**src/rtl/nivel_cxa_sensor_pkg.sv**
```systemverilog
// Shared definitions for the tank-level path: level codes, FSM states, pattern encoder.
package nivel_cxa_sensor_pkg;

  localparam logic [1:0] NV_VAZIA = 2'b00;
  localparam logic [1:0] NV_BAIXO = 2'b01;
  localparam logic [1:0] NV_MEDIO = 2'b10;
  localparam logic [1:0] NV_CHEIA = 2'b11;

  typedef enum logic [1:0] {
    StValido   = 2'd0,
    StSuspeito = 2'd1,
    StErro     = 2'd2
  } estado_t;

  // Returns {consistent, level_code}; p = {baixo, medio, alto}.
  function automatic logic [2:0] codifica(input logic [2:0] p);
    logic [2:0] r;
    r = 3'b000;
    case (p)
      3'b000:  r = {1'b1, NV_VAZIA};
      3'b100:  r = {1'b1, NV_BAIXO};
      3'b110:  r = {1'b1, NV_MEDIO};
      3'b111:  r = {1'b1, NV_CHEIA};
      default: r = {1'b0, NV_VAZIA};
    endcase
    return r;
  endfunction

endpackage

```
**src/rtl/debounce_sonda.sv**
```systemverilog
// Single probe front-end: 2-FF synchroniser followed by a stability counter.
module debounce_sonda
  import nivel_cxa_sensor_pkg::*;
#(
  parameter int unsigned DEB_CYCLES = 1000,
  parameter int unsigned CNT_W      = 16
) (
  input  logic i_clk,
  input  logic i_rst_n,
  input  logic i_raw,
  output logic o_deb
);

  localparam logic [CNT_W-1:0] CntMax = CNT_W'(DEB_CYCLES - 1);

  logic             r_sync1;
  logic             r_sync2;
  logic             r_deb;
  logic [CNT_W-1:0] r_cnt;

  // Synchronise the raw probe, then accept a new value only after it is stable long enough.
  always_ff @(posedge i_clk) begin
    if (!i_rst_n) begin
      r_sync1 <= 1'b0;
      r_sync2 <= 1'b0;
      r_deb   <= 1'b0;
      r_cnt   <= '0;
    end else begin
      r_sync1 <= i_raw;
      r_sync2 <= r_sync1;
      if (r_sync2 == r_deb) begin
        r_cnt <= '0;
      end else if (r_cnt == CntMax) begin
        r_deb <= r_sync2;
        r_cnt <= '0;
      end else begin
        r_cnt <= r_cnt + CNT_W'(1);
      end
    end
  end

  assign o_deb = r_deb;

endmodule

```
**src/rtl/nivel_cxa_sensor.sv**
```systemverilog
// Tank-level front-end: debounced probes, consistency FSM, level code, change pulse, fault flag.
module nivel_cxa_sensor
  import nivel_cxa_sensor_pkg::*;
#(
  parameter int unsigned DEB_CYCLES = 1000,
  parameter int unsigned ERR_CYCLES = 8,
  parameter int unsigned CNT_W      = 16
) (
  input  logic CLK,
  input  logic RESET_N,
  input  logic S_BAIXO,
  input  logic S_MEDIO,
  input  logic S_ALTO,
  output logic Nv1,
  output logic Nv0,
  output logic NV_MUDOU,
  output logic ERRO
);

  localparam logic [CNT_W-1:0] EcntMax = CNT_W'(ERR_CYCLES);

  logic       w_deb_baixo;
  logic       w_deb_medio;
  logic       w_deb_alto;
  logic [2:0] w_cod;
  logic       w_valido;

  estado_t          r_estado;
  logic [CNT_W-1:0] r_ecnt;
  logic [1:0]       r_nv;
  logic [1:0]       r_nv_ant;
  logic             r_mudou;
  logic             r_erro;

  debounce_sonda #(
    .DEB_CYCLES (DEB_CYCLES),
    .CNT_W      (CNT_W)
  ) u_deb_baixo (
    .i_clk   (CLK),
    .i_rst_n (RESET_N),
    .i_raw   (S_BAIXO),
    .o_deb   (w_deb_baixo)
  );

  debounce_sonda #(
    .DEB_CYCLES (DEB_CYCLES),
    .CNT_W      (CNT_W)
  ) u_deb_medio (
    .i_clk   (CLK),
    .i_rst_n (RESET_N),
    .i_raw   (S_MEDIO),
    .o_deb   (w_deb_medio)
  );

  debounce_sonda #(
    .DEB_CYCLES (DEB_CYCLES),
    .CNT_W      (CNT_W)
  ) u_deb_alto (
    .i_clk   (CLK),
    .i_rst_n (RESET_N),
    .i_raw   (S_ALTO),
    .o_deb   (w_deb_alto)
  );

  assign w_cod    = codifica({w_deb_baixo, w_deb_medio, w_deb_alto});
  assign w_valido = w_cod[2];

  // Consistency FSM with shared error counter; level code only moves on a consistent pattern.
  always_ff @(posedge CLK) begin
    if (!RESET_N) begin
      r_estado <= StValido;
      r_ecnt   <= '0;
      r_nv     <= NV_VAZIA;
      r_nv_ant <= NV_VAZIA;
      r_mudou  <= 1'b0;
      r_erro   <= 1'b0;
    end else begin
      // Change pulse lags the code update by one edge so it lines up after the new value.
      r_nv_ant <= r_nv;
      r_mudou  <= (r_nv != r_nv_ant);
      unique case (r_estado)
        StValido: begin
          if (w_valido) begin
            r_nv <= w_cod[1:0];
          end else begin
            r_estado <= StSuspeito;
            r_ecnt   <= CNT_W'(1);
          end
        end
        StSuspeito: begin
          if (w_valido) begin
            r_estado <= StValido;
            r_nv     <= w_cod[1:0];
            r_ecnt   <= '0;
          end else if (r_ecnt == EcntMax) begin
            r_estado <= StErro;
            r_erro   <= 1'b1;
            r_ecnt   <= '0;
          end else begin
            r_ecnt <= r_ecnt + CNT_W'(1);
          end
        end
        StErro: begin
          if (w_valido) begin
            if (r_ecnt == EcntMax) begin
              r_estado <= StValido;
              r_erro   <= 1'b0;
              r_nv     <= w_cod[1:0];
              r_ecnt   <= '0;
            end else begin
              r_ecnt <= r_ecnt + CNT_W'(1);
            end
          end else begin
            r_ecnt <= '0;
          end
        end
        default: r_estado <= StValido;
      endcase
    end
  end

  assign Nv1      = r_nv[1];
  assign Nv0      = r_nv[0];
  assign NV_MUDOU = r_mudou;
  assign ERRO     = r_erro;

endmodule

```
**config.mk**
```make
export PLATFORM = sky130hd
export DESIGN_NAME = nivel_cxa_sensor
export DESIGN_NICKNAME = d
export VERILOG_FILES = /design/src/rtl/nivel_cxa_sensor_pkg.sv /design/src/rtl/debounce_sonda.sv /design/src/rtl/nivel_cxa_sensor.sv
export SDC_FILE = /design/constraint.sdc
export NUM_CORES = 1
export LEC_CHECK = 0
export CAP_MARGIN = 30
export CELL_PAD_IN_SITES_DETAIL_PLACEMENT = 0
export CELL_PAD_IN_SITES_GLOBAL_PLACEMENT = 1
export CORE_ASPECT_RATIO = 0.9
export CORE_MARGIN = 1.5
export CORE_UTILIZATION = 42
export DETAILED_ROUTE_END_ITERATION = 7
export HOLD_SLACK_MARGIN = 0.12
export PLACE_DENSITY_LB_ADDON = 0.3
export RECOVER_POWER = 100
export SLEW_MARGIN = 20
export SYNTH_ARGS = -nofsm -noshare
export SYNTH_HDL_FRONTEND = slang
export SYNTH_SLANG_ARGS = --single-unit
```
**constraint.sdc**
```tcl
create_clock -name CLK -period 2.1 [get_ports CLK]
set_clock_uncertainty 0.2 [all_clocks]
set_input_delay 0.63 -clock CLK [delete_from_list [all_inputs] [get_ports CLK]]
set_output_delay 0.63 -clock CLK [all_outputs]
set_load 0.01 [all_outputs]
```
==> results.py, run 1 <==
metrics = {
    "place": {
        "final_weighted_congestion_in_routability_driven_placement": 0.830,
        "place_hpwl_um": 5210,
        "placed_cells_incl_taps": 580,
        "io_buffer_count": 8,
        "place_worst_setup_slack_ps": -36.5,
    },
    "route": {
        "postRouteWirelength_um": 7680,
        "avgRoutedWirePerCell_um": 12.8,
        "drcViolationCount": 0,
        "ant_nets": 0,
        "via_count": 3079,
        "drt_iter0_drc": 71,
        "drt-vias-per-instance": 5.12,
        "first_pass_iters": 4,
    },
    "finish": {
        "layout_area_overhead_pct": 18.9,
        "share_of_post_route_cells_with_drive_strength_above_1_pct": 16.0,
        "num-fill-cells": 834,
        "final_util_pct": 51.3,
        "antennaDiodeCount": 0,
        "multi_input_comb_area_um2": 2020,
        "nets": 491,
        "final_cell_count_no_fill": 601,
        "area.sequential_um2": 1630,
    },
    "synthesis": {
        "ys_top_cells_by_count": "dfxtp_1, nor2_1, nand3_1",
        "synth.net_count": 446,
        "yosys_top_cell_by_area": "dfxtp_1",
        "synth-edff-count": 0,
        "post-synth-top-count-cell": "dfxtp_1",
        "netlist_top_cells_area": "dfxtp_1, xor2_1, nand3_1",
        "synthDominantCellAreaShare_pct": 43.8,
        "post_synth_instance_area_um2": 3700,
        "yosys_warnings": 0,
        "register_bit_count_reported_by_yosys": 81,
        "synth_seq_area_share_pct": 43.8,
        "yosys_most_used_dff": "dfxtp_1",
        "post_syn_instances": 432,
        "avgSynthCellArea_um2": 8.56,
        "yosysUniqueCellTypes": 37,
        "asyncSetResetFlopFracSynth_pct": 0,
    },
    "hold_path": {
        "min_to": "u_deb_medio.r_sync2$_SDFF_PN0_",
        "min-delay-path-class": "register to register",
        "worst_hold_startpoint": "u_deb_medio.r_sync1$_SDFF_PN0_",
        "hold_depth": 1,
    },
    "global_routing": {
        "largest_net_degree_at_the_start_of_global_routing": 17,
        "grt_pass1_wl_um": 13300,
        "grt_antenna_before_repair": 0,
        "groute.usage.overall_pct": 17.6,
        "aggregate_global_routing_overflow": 0,
        "grt_pass1_vias": 2882,
    },
    "timing": {
        "final.hold.worst_slack_ps": 238,
        "period_share_pct": 101,
        "timing.final.hold_violations": 0,
        "fin_crit_ps": 2120,
        "slew_violations": 0,
        "timing.max_slew.rel_slack_pct": 56.3,
        "worst-slew-pin-transition_ps": 656,
        "max_freq_mhz": 472,
        "final_critical_path_setup_slack_ps": -18.7,
        "finalSetupViolCount": 2,
        "final_layout_setup_total_negative_slack_ps": -37.2,
        "rsz_0062_raised_after_global_routing": "true",
    },
    "die": {
        "design.die.area_um2": 9380,
        "initial_core_util_pct": 43.2,
        "die_height_um": 92.0,
        "ios": 9,
        "width_of_the_chip_um": 102,
        "fp-row-count": 32,
        "core_um2": 8570,
    },
    "setup_path": {
        "reg2reg_depth": 8,
        "worstPathArrival_ps": 2200,
        "startpoint_type": "register",
        "timing.rr.start": "r_estado[1]$_SDFFE_PN0P_",
        "critical_path.endpoint_type": "register",
        "reg2reg_to": "r_ecnt[10]$_SDFFE_PN0P_",
        "worst_ep_required_time_ps": 2180,
        "worst-path-max-fanout": 5,
        "reg2reg_setup_slack_ps": -20,
        "setup.worst_path.class": "register to register",
    },
    "clock_network": {
        "clkSinkCount": 81,
        "clockRootBuffer": "clkbuf_8",
        "htree_levels": 3,
        "cts_tree": "done",
        "holdBufCountCts": 0,
        "tritoncts.num_buffers": 9,
        "clk-insertion-delay-late_ps": 350,
        "clock_path_buffers": 2,
        "cts.clk_slew.worst_paths_ps": 90,
    },
    "pwr": {
        "total_leakage_power_nw": 1.56,
        "net_sw_share_pct": 26.0,
        "intPower_mw": 2.08,
        "power.clock.fraction_pct": 37.5,
        "power.net_switching_mw": 0.730,
        "cellPowerDensity_nw_per_um2": 639,
        "sequentialPowerShare_pct": 55.4,
        "pwr-share-comb_pct": 7.1,
        "vdd_drop_max_mv": 0.315,
    },
    "run_status": {
        "status": "complete, but fails checks",
        "failing_checks": "negative setup slack",
    },
    "run": {
        "drv.max_cap_violation_count": 0,
    },
}
-- cell usage in the layout, fill, tap and decap left out, drive strengths merged, types with 11 or more instances in the layout --
cell type,netlist,layout
a21oi,14,14
a31oi,11,11
and2,11,11
and3,13,13
buf,4,35
clkbuf,11,15
dfxtp,81,81
inv,15,17
nand2,37,37
nand3,42,42
nand4,14,14
nor2,51,51
nor4,11,11
or3,14,14
xnor2,14,14
xor2,28,28
-- layer usage --
metal	vias to the layer above	global-route usage, %	wire length [um]
li1	1599	-	-
met5	-	0	0
met4	0	7.42	117
met1	1430	24.0	3850
met2	39	26.8	3470
met3	11	3.89	245
-- worst max-delay path by stage --
| stage | to | from | depth (start not counted) |
|---|---|---|---|
| 6_report | r_ecnt[10]$_SDFFE_PN0P_ | r_estado[1]$_SDFFE_PN0P_ | 8 |
| 5_1_grt | r_ecnt[9]$_SDFFE_PN0P_ | r_estado[0]$_SDFFE_PN0P_ | 8 |
| 4_1_cts | r_ecnt[2]$_SDFFE_PN0P_ | r_estado[0]$_SDFFE_PN0P_ | 8 |
| 3_5_place_dp | r_nv[0]$_SDFFE_PN0P_ | r_ecnt[9]$_SDFFE_PN0P_ | 6 |
| 3_3_place_gp | r_nv[1]$_SDFFE_PN0P_ | r_ecnt[9]$_SDFFE_PN0P_ | 6 |
| 2_1_floorplan | r_ecnt[12]$_SDFFE_PN0P_ | r_estado[0]$_SDFFE_PN0P_ | 8 |
-- per-stage QoR --
step	total power, mW	instance area (um2)
final	2.81	4400
after global routing	2.92	4400
after CTS	2.82	4340
after detailed placement	1.77	4140
after global placement	1.77	4140
after floorplan	1.70	3700
-- power groups by stage --
stage	Clock, mW	Combinational, mW	Sequential [mW]
global placement	0	0.179	1.59
finish	1.05	0.199	1.56
CTS	1.08	0.183	1.56
global route	1.15	0.216	1.56
floorplan	0	0.104	1.59
detailed placement	0	0.179	1.59
-- cell families (layout without fill, tap and decap cells) --
| logic type | after synthesis | after routing | share of synthesized area, % |
|---|---|---|---|
| AO/OA/AOI/OAI | 47 | 47 | 8.12 |
| multiplexers | 6 | 6 | 1.69 |
| AND/OR/NAND/NOR | 217 | 217 | 30.2 |
| adder cells (fa/ha/maj) | 9 | 9 | 3.04 |
| XOR/XNOR | 42 | 42 | 9.94 |
| flip-flops | 81 | 81 | 43.8 |
| buffers and inverters | 30 | 80 | 3.18 |
-- flip-flops by register name, indices dropped and copies added, names as in the netlist --
name / count
NV_MUDOU: 1
u_deb_baixo.r_cnt: 16
u_deb_baixo.o_deb: 1
r_ecnt: 16
u_deb_baixo.r_sync1: 1
r_nv_ant: 2
u_deb_alto.o_deb: 1
u_deb_alto.r_cnt: 16
u_deb_medio.r_sync1: 1
ERRO: 1
u_deb_medio.r_sync2: 1
u_deb_medio.o_deb: 1
u_deb_baixo.r_sync2: 1
u_deb_medio.r_cnt: 16
r_estado: 2
r_nv: 2
u_deb_alto.r_sync2: 1
u_deb_alto.r_sync1: 1
-- cell type report --
cell class / count / share of cell area [%]
clock buffer: 9 / 2.82
clock inverter: 7 / 1.25
inverter: 15 / 1.28
multi-input combinational: 321 / 46.0
sequential: 81 / 37.0
tap: 119 / 3.39
timing repair buffer: 49 / 8.25
-- worst max-delay path: stages (launching register included) --
cell and delay, ps:
dfxtp_2 340, inv_2 50, ha_4 260, inv_2 30, a311oi_2 270, o211ai_1 190
buf_2 200, or3_1 350, a31oi_1 150
-- timing repair --
| action | CTS | global route |
|---|---|---|
| buffers inserted | 1 | 3 |
| cloned | 0 | 1 |
| resized for setup | 7 | 18 |
| endpoints found under the setup margin | 6 | 15 |
| pin swaps | 1 | 16 |
No activity file was read; power rests on OpenSTA's default activity.
==> inputs of run 2 (changes only) <==
- CAP_MARGIN: 30 -> not set
==> results of run 2 <==
No change in the layout: final DEF, timing and power equal those of run 1.
==> inputs of run 3 (changes only) <==
- CAP_MARGIN: not set -> 20
==> results of run 3 <==
No change in the layout: final DEF, timing and power equal those of run 1.
